==> config.mk <==
export PLATFORM = sky130hd
export DESIGN_NAME = fc_result_streamer
export DESIGN_NICKNAME = d
export VERILOG_FILES = /design/src/rtl/fc_pkg.sv /design/src/rtl/fp16_argmax_tracker.sv /design/src/rtl/fc_result_streamer.sv
export SDC_FILE = /design/constraint.sdc
export NUM_CORES = 2
export LEC_CHECK = 0
export ABC_CLOCK_PERIOD_IN_PS = 84600
export CAP_MARGIN = 10
export CORE_AREA = 3 3 537 539
export CTS_CLUSTER_DIAMETER = 200
export CTS_CLUSTER_SIZE = 8
export DETAILED_ROUTE_END_ITERATION = 10
export DIE_AREA = 0 0 540 542
export PLACE_DENSITY_LB_ADDON = 0.3
export SYNTH_ARGS = -nofsm -noshare
export SYNTH_HDL_FRONTEND = slang
export SYNTH_SLANG_ARGS = --single-unit
==> constraint.sdc <==
create_clock -name clk -period 84.6 [get_ports clk]
set_input_delay 16.92 -clock clk [delete_from_list [all_inputs] [get_ports clk]]
set_output_delay 16.92 -clock clk [all_outputs]
set_load 0.01 [all_outputs]
==> src/rtl/fc_pkg.sv <==
// rtl/fc_pkg.sv - shared types and FP16 ordering helper for the FC result streamer
package fc_pkg;

    localparam int DEFAULT_DATA_WIDTH = 16;

    typedef enum logic {
        IDLE,
        STREAM
    } state_t;

    // Maps an FP16 bit pattern onto an unsigned key whose order matches numeric order (-0 < +0).
    function automatic logic [15:0] fp16_order_key(input logic [15:0] x);
        return x[15] ? ~x : (x ^ 16'h8000);
    endfunction

endpackage

==> src/rtl/fp16_argmax_tracker.sv <==
// rtl/fp16_argmax_tracker.sv - running argmax over a word-serial FP16 stream
module fp16_argmax_tracker
    import fc_pkg::*;
#(
    parameter int DATA_WIDTH = DEFAULT_DATA_WIDTH,
    parameter int IDX_W      = 7
) (
    input  logic                  clk,
    input  logic                  reset,
    input  logic                  clear,
    input  logic                  update,
    input  logic [DATA_WIDTH-1:0] data,
    input  logic [IDX_W-1:0]      index,
    output logic [IDX_W-1:0]      max_index
);

    logic [15:0]      best_key;
    logic [IDX_W-1:0] best_index;
    logic [15:0]      key;
    logic             take;

    // Key 0 with index 0 is a safe empty state: element 0 either beats it or ties and keeps index 0.
    assign key       = fp16_order_key(data);
    assign take      = update && (key > best_key);
    assign max_index = take ? index : best_index;

    always_ff @(posedge clk or posedge reset) begin
        if (reset) begin
            best_key   <= '0;
            best_index <= '0;
        end else if (clear) begin
            best_key   <= '0;
            best_index <= '0;
        end else if (take) begin
            best_key   <= key;
            best_index <= index;
        end
    end

endmodule

==> src/rtl/fc_result_streamer.sv <==
// rtl/fc_result_streamer.sv - snapshots an FC result bus and streams it word-serially with argmax
module fc_result_streamer
    import fc_pkg::*;
#(
    parameter int DATA_WIDTH     = DEFAULT_DATA_WIDTH,
    parameter int output_channel = 84,
    parameter int IDX_W          = $clog2(output_channel)
) (
    input  logic                               clk,
    input  logic                               reset,
    input  logic [output_channel*DATA_WIDTH-1:0] outputConv,
    input  logic                               capture,
    input  logic                               out_ready,
    output logic [DATA_WIDTH-1:0]              out_data,
    output logic                               out_valid,
    output logic [IDX_W-1:0]                   out_index,
    output logic                               out_last,
    output logic                               busy,
    output logic                               overrun,
    output logic [IDX_W-1:0]                   max_index,
    output logic                               max_valid
);

    localparam logic [IDX_W-1:0] LAST_IDX = IDX_W'(output_channel - 1);

    state_t                state;
    logic [DATA_WIDTH-1:0] snap [output_channel];
    logic [IDX_W-1:0]      index;
    logic [IDX_W-1:0]      frame_max;
    logic                  at_last;
    logic                  xfer;
    logic                  accept;

    assign at_last   = (index == LAST_IDX);
    assign out_valid = (state == STREAM);
    assign busy      = (state == STREAM);
    assign xfer      = out_valid && out_ready;
    // A capture coinciding with the final transfer is accepted as the next frame, not an overrun.
    assign accept    = capture && ((state == IDLE) || (xfer && at_last));

    assign out_index = index;
    assign out_data  = out_valid ? snap[index] : '0;
    assign out_last  = out_valid && at_last;

    fp16_argmax_tracker #(
        .DATA_WIDTH (DATA_WIDTH),
        .IDX_W      (IDX_W)
    ) u_argmax (
        .clk       (clk),
        .reset     (reset),
        .clear     (accept),
        .update    (xfer),
        .data      (out_data),
        .index     (index),
        .max_index (frame_max)
    );

    always_ff @(posedge clk or posedge reset) begin
        if (reset) begin
            state     <= IDLE;
            index     <= '0;
            overrun   <= 1'b0;
            max_index <= '0;
            max_valid <= 1'b0;
            for (int i = 0; i < output_channel; i++) begin
                snap[i] <= '0;
            end
        end else begin
            if (accept) begin
                for (int i = 0; i < output_channel; i++) begin
                    snap[i] <= outputConv[i*DATA_WIDTH +: DATA_WIDTH];
                end
            end
            case (state)
                IDLE: begin
                    if (capture) begin
                        index     <= '0;
                        max_valid <= 1'b0;
                        overrun   <= 1'b0;
                        state     <= STREAM;
                    end
                end
                STREAM: begin
                    if (capture && !accept) begin
                        overrun <= 1'b1;
                    end
                    if (xfer) begin
                        if (at_last) begin
                            max_index <= frame_max;
                            max_valid <= 1'b1;
                            index     <= '0;
                            if (capture) begin
                                overrun <= 1'b0;
                            end else begin
                                state <= IDLE;
                            end
                        end else begin
                            index <= index + 1'b1;
                        end
                    end
                end
                default: state <= IDLE;
            endcase
        end
    end

endmodule

==> results.txt <==
----------------------------------------------------
[Critical path]
  Category of the worst setup path capture point ... output port
  Arrival time at the worst endpoint ... 7100 ps
  Crit path launch type ... flop
  Worst setup path category ... flop to output port
  Required arrival time at the worst endpoint ... 67,680 ps
  Worst-case reg-to-reg path depth ... 16
  Crit-path max FO ... 50

[Timing]
  Unrepaired setup endpoints after global routing ... false
  Tmin final ... 24,020 ps
  Number of hold violations in the final report ... 0
  Post-route setup TNS ... 0 ps
  Final worst slack ... 60,580 ps
  Fmax achieved ... 41.63 MHz
  Final Max Tran Viols ... 0
  Period Utilization, post-route ... 28.39%
  Clock skew after layout ... 108.9 ps
  Slew at the pin closest to its max-slew limit ... 1269 ps
  Headroom to the max-slew limit ... 14.63%
  Count of endpoints failing setup in the final report ... 0

[Placed design]
  Placed Cells ... 11.74k
  Routability congestion estimate ... 0.9329
  Worst slack, placed ... 61,350 ps
  Port Buffer Count ... 1,382
  Half-perimeter wire length after detailed placement ... 251.6 mm

[Global routing]
  GRT Residual Overflow ... 0
  Wire length of the first global-routing pass ... 452.8 mm
  Total track usage ... 21.79%
  Number of antenna violations at the first check in global routing ... 145
  Via count of the first global-routing pass ... 57.78k
  Maximum number of pins on one net before global-route repair ... 221

[Clocking]
  CTS Sinks ... 1,384
  H-Tree Level Count ... 4
  Post-CTS Resized ... 0
  Root cell of the clock tree ... clkbuf_16
  Postcts setup bufs ... 0
  # hold bufs at CTS ... 0
  CTS Buf Count ... 196
  Maximum number of buffers from clock root to sink ... 4
  Clock slew seen by the registers of the worst setup and hold paths ... 50 ps
  Clock tree from TritonCTS ... done
  Source-to-sink clock delay at the later pin of the worst-skew pair ... 860 ps

[Min path]
  Number of cells on the worst hold path ... 2
  Path type of the worst min-delay path ... flop to flop

[Floorplanning]
  Initial Util ... 22.22%
  Core box area ... 0.2845 mm²
  Chip width ... 540 µm
  Top Ports ... 1,383
  Die Area ... 0.2927 mm²
  Placement Rows ... 196
  Chip height ... 542 µm

[Detailed routing]
  Routed vias ... 55.94k
  Length of the first detailed-routing pass in iterations ... 6
  Routed vias/inst ... 4.658
  DRC Markers ... 0
  Antenna viol nets, final ... 0
  Starting DRT DRC Count ... 4,870
  Avg WL per Cell ... 27.41 µm
  Total routed wirelength ... 329.2 mm

[Power]
  Final total power ... 2.260 mW
  Static leakage power ... 41.15 nW
  Power density of the placed cells ... 26.21 mW/mm²
  Peak VDD IR ... 0.01900 mV

[Synthesis]
  Cell area after synthesis ... 0.06321 mm²
  Synth Flop Type ... dfrtp_1
  Share of synthesized area occupied by flip-flops and latches ... 54.79%
  Number of enable-type register cells in the synthesized netlist ... 0
  Syn_nets ... 8,312
  Cells after Synth ... 6,947
  Fraction of synthesis flops using an asynchronous set or reset pin ... 100.0%
  Post-synthesis sequential element count ... 1,384
  Total number of yosys warnings ... 0
  Number of different library cells in the post-synthesis netlist ... 61
  Synthesized area per cell ... 9.099 µm²

[Cells and area]
  Share of the core filled with cells in the final layout ... 30.31%
  Share of cells above drive strength 1 ... 7.204%
  Relative area change from synthesis to final layout ... 36.41%
  Number of filler cells placed in the layout ... 29.86k
  Non-filler cells in the finished layout ... 12.01k
  Total Nets Final ... 9,541

[Outcome]
  Result of the run ... complete, no violations

[Run]
  Max-cap violation count ... 0

----------------------------------------------------
[cell usage in the layout, fill, tap and decap left out, types with 5 or more instances in the layout]
master / count
mux4_2: 226
a221oi_1: 25
a211o_1: 7
nand2b_1: 10
o211ai_1: 18
a22oi_1: 77
o22ai_1: 8
buf_12: 11
nor4_1: 8
nor2b_1: 22
mux2i_1: 210
ha_1: 17
clkdlybuf4s50_1: 1382
a22o_1: 16
and2_1: 18
a21oi_1: 44
a31oi_1: 8
dfrtp_4: 5
clkbuf_16: 199
mux2_2: 23
o221ai_1: 18
nor2_1: 22
nand3_1: 61
xor2_1: 18
o21ai_0: 29
and3_1: 9
a221o_1: 22
dfrtp_1: 1379
buf_4: 82
diode_2: 57
o2bb2ai_1: 15
inv_1: 36
o31ai_1: 6
nand2_1: 4064
nand4_1: 21
[cells in the mapped netlist (3+ instances only)]
cell | number | area share, %
a211o_1 | 7 | 0.097
a211oi_1 | 3 | 0.036
a21o_1 | 3 | 0.036
a21oi_1 | 45 | 0.36
a221o_1 | 22 | 0.35
a221oi_1 | 26 | 0.36
a22o_1 | 16 | 0.22
a22oi_1 | 77 | 0.91
a31oi_1 | 8 | 0.079
and2_1 | 22 | 0.22
and3_1 | 9 | 0.089
buf_1 | 19 | 0.11
buf_2 | 65 | 0.51
buf_4 | 7 | 0.083
buf_6 | 3 | 0.053
clkbuf_1 | 353 | 2.1
dfrtp_1 | 1384 | 55
ha_1 | 17 | 0.34
inv_1 | 39 | 0.23
mux2_2 | 23 | 0.41
mux2i_1 | 211 | 3.3
mux4_2 | 226 | 8.1
nand2_1 | 4065 | 24
nand2b_1 | 10 | 0.099
nand3_1 | 61 | 0.48
nand4_1 | 21 | 0.21
nor2_1 | 23 | 0.14
nor2b_1 | 26 | 0.26
nor3_1 | 5 | 0.040
nor3b_1 | 3 | 0.036
nor4_1 | 8 | 0.079
o211ai_1 | 18 | 0.21
o21ai_0 | 30 | 0.24
o221ai_1 | 18 | 0.25
o22ai_1 | 8 | 0.079
o2bb2ai_1 | 15 | 0.21
o31ai_1 | 6 | 0.071
xor2_1 | 18 | 0.25
[metrics by stage]
step                cell area (µm²)  hold WS [ps]
floorplan                     63210         437.3
global placement              80870         451.7
detailed placement            80880         457.2
CTS                           86050         469.3
global route                  86160         480.9
finish                        86230         464.1
[sequential cells by signal, indices dropped and copies added, names as in the netlist]
name,flops
max_index,7
snap,1344
max_valid,1
u_argmax.best_key,16
overrun,1
busy,1
out_index,7
u_argmax.best_index,7
[layout make-up]
class / count / area, µm² / share of cell area, %
Antenna cell: 57 / 142.6 / 0.1654
Clock buffer: 201 / 4987 / 5.784
Clock inverter: 11 / 180.2 / 0.2090
Inverter: 39 / 153.9 / 0.1785
Multi-Input combinational cell: 5076 / 26690 / 30.96
Sequential cell: 1384 / 34650 / 40.19
Tap cell: 3762 / 4707 / 5.459
Timing Repair Buffer: 1479 / 14710 / 17.06
[power by group]
group / total (mW) / switching (mW) / internal (mW)
registers: 0.817 / 0.0705 / 0.746
logic: 0.729 / 0.440 / 0.288
clock network: 0.715 / 0.302 / 0.413
total: 2.26 / 0.813 / 1.45
[path summary, 6_finish.rpt]
path                               from                    to  slack [ps]
setup / recovery           out_index[1]           out_data[4]       60580
hold / removal                snap[576]             snap[576]         460
setup reg to reg           out_index[1]  u_argmax.best_key[2]       76130
hold reg to reg               snap[576]             snap[576]         460
max in group asynchronous         reset             snap[386]       63990
min in group asynchronous         reset             snap[182]       16680
[per-layer routing]
| layer | vias up | track usage [%] | wire length [µm] |
|---|---|---|---|
| met4 | 100 | 9.534 | 15350 |
| met2 | 2363 | 33.80 | 147700 |
| li1 | 24780 | - | - |
| met3 | 587 | 5.965 | 26520 |
| met1 | 28110 | 28.38 | 139100 |
| met5 | - | 0 | 591 |
[critical path: stages, from the launching register on]
cell,delay [ps]
dfrtp_4,910
buf_4,810
buf_4,790
buf_4,650
mux4_2,580
and3_1,190
nor4_1,1010
o211ai_1,310
and2_1,360
clkdlybuf4s50_1,530
[cell families (layout without fill, tap and decap cells)]
family	count (synthesis)	after routing	synth area share, %
other	0	57	0
multiplexers	461	461	11.85
XOR/XNOR	20	20	0.2771
adder cells (fa/ha/maj)	17	17	0.3365
flip-flops	1384	1384	54.79
AO/OA/AOI/OAI	310	310	3.640
AND/OR/NAND/NOR	4268	4268	25.99
buffers and inverters	487	1730	3.116
Note: power is estimated with default switching activity, not from simulation.
